`src/rtl/inst_pkg.sv`:
```
// inst_pkg: shared state encoding and constants for the instruction load controller
package inst_pkg;
    typedef enum logic [1:0] {ST_IDLE, ST_CLEAR, ST_LOAD, ST_RUN} state_t;
    localparam int MEM_DEPTH_DEF = 32;
    localparam logic [7:0] FAULT_INST = 8'h00;
endpackage

```
`src/rtl/inst_load_ctrl.sv`:
```
// inst_load_ctrl: clears and loads an external instruction memory, then serves CPU fetches
module inst_load_ctrl
    import inst_pkg::*;
#(
    parameter int MEM_DEPTH = MEM_DEPTH_DEF,
    parameter int ADDR_W = 5
) (
    input  logic              clka,
    input  logic              restart,
    input  logic              load_start,
    input  logic [ADDR_W:0]   load_len,
    input  logic              byte_valid,
    input  logic [7:0]        byte_data,
    output logic              byte_ready,
    output logic              mem_we,
    output logic [ADDR_W-1:0] mem_waddr,
    output logic [7:0]        mem_wdata,
    output logic [ADDR_W-1:0] mem_raddr,
    input  logic [7:0]        mem_rdata,
    input  logic              fetch_req,
    input  logic [7:0]        fetch_pc,
    output logic              fetch_ack,
    output logic [7:0]        fetch_inst,
    output logic              pc_fault,
    output logic              cpu_run,
    output logic              load_busy
);
    localparam logic [ADDR_W:0] DEPTH = (ADDR_W+1)'(MEM_DEPTH);
    localparam logic [ADDR_W:0] LAST = (ADDR_W+1)'(MEM_DEPTH-1);
    localparam logic [ADDR_W:0] ONE = (ADDR_W+1)'(1);
    state_t state_q, state_d;
    logic [ADDR_W:0] cnt_q, len_q;
    logic pend_q, fault_q;
    logic [7:0] hold_q;
    logic start, fetch, wr, last_clear, last_byte;
    assign start = (state_q == ST_IDLE || state_q == ST_RUN) && load_start;
    assign fetch = state_q == ST_RUN && fetch_req && !load_start;
    assign wr = state_q == ST_LOAD && byte_valid;
    assign last_clear = state_q == ST_CLEAR && cnt_q == LAST;
    assign last_byte = wr && cnt_q + ONE == len_q;
    always_ff @(posedge clka or posedge restart) begin
        if (restart) state_q <= ST_IDLE;
        else state_q <= state_d;
    end
    always_comb begin
        state_d = state_q;
        state_d = start ? ST_CLEAR
                : last_clear ? (len_q == '0 ? ST_RUN : ST_LOAD)
                : last_byte ? ST_RUN
                : state_q;
    end
    always_ff @(posedge clka or posedge restart) begin
        if (restart) begin
            cnt_q <= '0;
            len_q <= '0;
        end else if (start) begin
            cnt_q <= '0;
            len_q <= load_len > DEPTH ? DEPTH : load_len;
        end else if (last_clear) begin
            cnt_q <= '0;
        end else if (state_q == ST_CLEAR || wr) begin
            cnt_q <= cnt_q + ONE;
        end
    end
    // fetch_inst is muxed straight from mem_rdata on the ack cycle and held afterwards
    always_ff @(posedge clka or posedge restart) begin
        if (restart) begin
            pend_q <= 1'b0;
            fault_q <= 1'b0;
            hold_q <= 8'h00;
        end else begin
            pend_q <= fetch;
            fault_q <= fetch && |(fetch_pc >> ADDR_W);
            if (pend_q) hold_q <= fetch_inst;
        end
    end
    assign byte_ready = state_q == ST_LOAD;
    assign mem_we = state_q == ST_CLEAR || wr;
    assign mem_waddr = cnt_q[ADDR_W-1:0];
    assign mem_wdata = wr ? byte_data : 8'h00;
    assign mem_raddr = state_q == ST_RUN ? fetch_pc[ADDR_W-1:0] : '0;
    assign fetch_ack = pend_q;
    assign pc_fault = pend_q && fault_q;
    assign fetch_inst = pend_q ? (fault_q ? FAULT_INST : mem_rdata) : hold_q;
    assign cpu_run = state_q == ST_RUN;
    assign load_busy = state_q == ST_CLEAR || state_q == ST_LOAD;
endmodule
```
`config.mk`:
```
export PLATFORM = sky130hd
export DESIGN_NAME = inst_load_ctrl
export DESIGN_NICKNAME = d
export VERILOG_FILES = /design/src/rtl/inst_pkg.sv /design/src/rtl/inst_load_ctrl.sv
export SDC_FILE = /design/constraint.sdc
export NUM_CORES = 1
export LEC_CHECK = 0
export BUFFER_PORTS_ARGS = -buffer_cell sky130_fd_sc_hd__buf_4
export CAP_MARGIN = 25
export CORE_ASPECT_RATIO = 0.7
export CORE_UTILIZATION = 25
export DETAILED_ROUTE_END_ITERATION = 8
export PLACE_DENSITY_LB_ADDON = 0.25
export REMOVE_ABC_BUFFERS = 1
export SLEW_MARGIN = 15
export SYNTH_ARGS = -nofsm -noshare
export SYNTH_HDL_FRONTEND = slang
export SYNTH_SLANG_ARGS = --single-unit
```
`constraint.sdc`:
```
create_clock -name clka -period 3 [get_ports clka]
set_clock_uncertainty 0.15 [all_clocks]
set_input_delay 0.3 -clock clka [delete_from_list [all_inputs] [get_ports clka]]
set_output_delay 0.3 -clock clka [all_outputs]
set_load 0.02 [all_outputs]
```
==> flow_metrics.tcl <==
set metrics [dict create \
    yosysTopAreaCell "dfrtp_1" \
    cts_root_buf "clkbuf_8" \
    worstSetupStartpointType "flop" \
    cp.arrival_ps 1930 \
    synth_flop_cell "dfrtp_1" \
    yosysSeqAreaShare_pct 42.3 \
    initial_core_util_pct 26.5 \
    grt_max_degree 25 \
    synth_edf_count 0 \
    postRouteWirelength_mm 3.48 \
    wl_per_cell_um 11.7 \
    grt_pass1_vias 1204 \
    die_area_um2 6000 \
    period_needed_ps 2380 \
    yosysMostFrequentCell "nand2_1" \
    netlist_top_cells_area "dfrtp_1 42%, nand2_1 6.6%, o21ai_0 5.6%" \
    core_um2 5370 \
    die_w_um 92.1 \
    cts.sinks 24 \
    synth_area_um2 1420 \
    fin_area_um2 2040 \
    leakagePower_uw 0.00104 \
    die_h_um 65.1 \
    port-buffer-count 66 \
    synth_top_area_share_pct 42.3 \
    num_rows 22 \
    cp.required_ps 2550 \
    powerDensity_nw_per_um2 892 \
    fill_cells 582 \
    criticalPathCategory "reg2out" \
    grt_overflow_total 0 \
    syn_inst 164 \
    drive_gt1_share_pct 33.6 \
    viasPerCell 4.53 \
    antenna_cells 0 \
    gp_congestion 0.811 \
    hold_path_class "in2reg" \
    antenna_found_initial 0 \
    nets 266 \
    tritoncts "built" \
    drv_cap 0 \
    hold_viol 0 \
    pre_cts_slack_ps 899 \
    maxSlewHeadroom_pct 65.4 \
    grt_pass1_wl_mm 5.68 \
    yosys_warnings 0 \
    io_pins 67 \
    cts_buffers 3 \
    synth_commonest_cells "25 x nand2_1, 24 x dfrtp_1, 16 x o21ai_0" \
    ys_ff_latch 24 \
    drv_slew 0 \
    firstDrtPassIters 4 \
    fmax_ghz 0.419 \
    setup_slack_ps 615 \
    cts_setup_buffers 0 \
    placed_cell_area_um2 1950 \
    rsz0062_at_grt "no" \
    post-route-period-util_pct 79.5 \
    clk_latency_ps 260 \
    worstPathCellList "inv_1 -> ha_1 -> and2_1 -> nor2_1 -> inv_1 -> buf_4" \
    drc 0 \
    setup_violations 0 \
    tns_ps 0 \
    worst_pin_slew_ps 519 \
    drtIter0Drc 32 \
    cts_max_path_buffers 2 \
    syn2layout_area_growth_pct 43.8 \
    drtAntennaViolNets 0 \
    path_common_cell "inv_1" \
    grt.total_usage_pct 11.9 \
    cpMaxStageDelayCell "dfrtp_1" \
    fin_util_pct 38.1 \
    p_total_uw 1820 \
    cts.clk_slew.worst_paths_ps 90 \
    ir_worst_vdd_mv 0.315 \
    ys_types 34 \
    hpwl_mm 2.68 \
    avgSynthCellArea_um2 8.67 \
    async_flop_share_pct 100 \
    endpoint_kind "primary output" \
    critical-path-max-stage-delay_ps 380 \
    vias 1349 \
    htree_levels 1 \
    crit_fanout 10 \
    status "finished, final reports clean" \
]
-- power breakdown --
group	internal [uW]	switching [uW]
clock	117	105
combinational	441	572
sequential	457	131
-- path summary, 6_finish.rpt --
path / startpoint / endpoint / slack (ps) / depth (start not counted)
setup / recovery: state_q[0] / mem_we / 620 / 6
hold reg to reg: hold_q[7] / hold_q[7] / 380 / 2
max in group asynchronous: restart / len_q[2] / 1830 / 4
hold / removal: fetch_pc[7] / fault_q / 90 / 2
setup reg to reg: state_q[0] / cnt_q[4] / 900 / 8
min in group asynchronous: restart / fault_q / 440 / 3
-- worst max-delay path: cells and delay by family (launching register included) --
family                   cells  cell delay (ps)
adder cells (fa/ha/maj)      1              290
buffers and inverters        3              420
flip-flops                   1              380
AND/OR/NAND/NOR              2              580
-- layer usage --
metal | vias to the layer above | global-route usage, % | share of wire [%]
li1 | 676 | - | -
met1 | 622 | 16.8 | 50
met2 | 49 | 18.2 | 41
met3 | 2 | 3.87 | 8.1
met4 | 0 | 1.56 | 0.23
met5 | - | 0 | 0
-- repair_timing --
action | in CTS | in global routing
endpoints found under the hold margin | 0 | 8
gates resized for setup | 0 | 0
hold buffers | 0 | 1
-- placed cells by master (no fill, tap or decap), types with 2 or more instances in the layout --
| master | synthesis | final |
|---|---|---|
| and2_1 | 8 | 8 |
| a21oi_1 | 7 | 7 |
| nand2_1 | 25 | 25 |
| nor2_1 | 5 | 5 |
| clkbuf_8 | 0 | 4 |
| o22ai_1 | 2 | 2 |
| nand4_1 | 2 | 2 |
| nand3b_1 | 5 | 5 |
| nor3_1 | 4 | 4 |
| nand3_1 | 4 | 4 |
| xnor2_1 | 5 | 5 |
| o21ai_0 | 16 | 16 |
| and3_1 | 8 | 8 |
| or4_1 | 2 | 2 |
| nand2b_1 | 2 | 2 |
| xor2_1 | 4 | 4 |
| dfrtp_1 | 24 | 24 |
| buf_4 | 5 | 66 |
| inv_1 | 13 | 13 |
| ha_1 | 4 | 4 |
-- cells by family (layout without fill, tap and decap cells) --
kind of cell | after synthesis | after routing | share of synthesized area, %
fa+ha+maj | 4 | 4 | 3.52
buf+inv | 23 | 85 | 7.40
compound gates | 30 | 30 | 11.8
simple gates | 74 | 74 | 29.5
xor+xnor | 9 | 9 | 5.55
flops | 24 | 24 | 42.3
-- registers in the layout, indices dropped and copies added, names as in the netlist --
signal     count
len_q          6
state_q        2
fetch_ack      1
hold_q         8
fault_q        1
cnt_q          6
-- cell type report --
type / count / area, um2 / share of cell area, %
Clock buffer: 4 / 55.1 / 2.69
Inverter: 13 / 48.8 / 2.39
Multi-Input combinational cell: 117 / 716 / 35.0
Sequential cell: 24 / 601 / 29.4
Tap cell: 72 / 90.1 / 4.41
Timing Repair Buffer: 68 / 533 / 26.1
-- through the flow --
| step | hold slack, ps | std cells |
|---|---|---|
| after detailed placement | 369 | 292 |
| after floorplan | 165 | 154 |
| after global routing | 84.9 | 298 |
| final | 92.6 | 298 |
| after CTS | 82.6 | 296 |
| after global placement | 353 | 292 |
No activity file was read; power rests on OpenSTA's default activity.
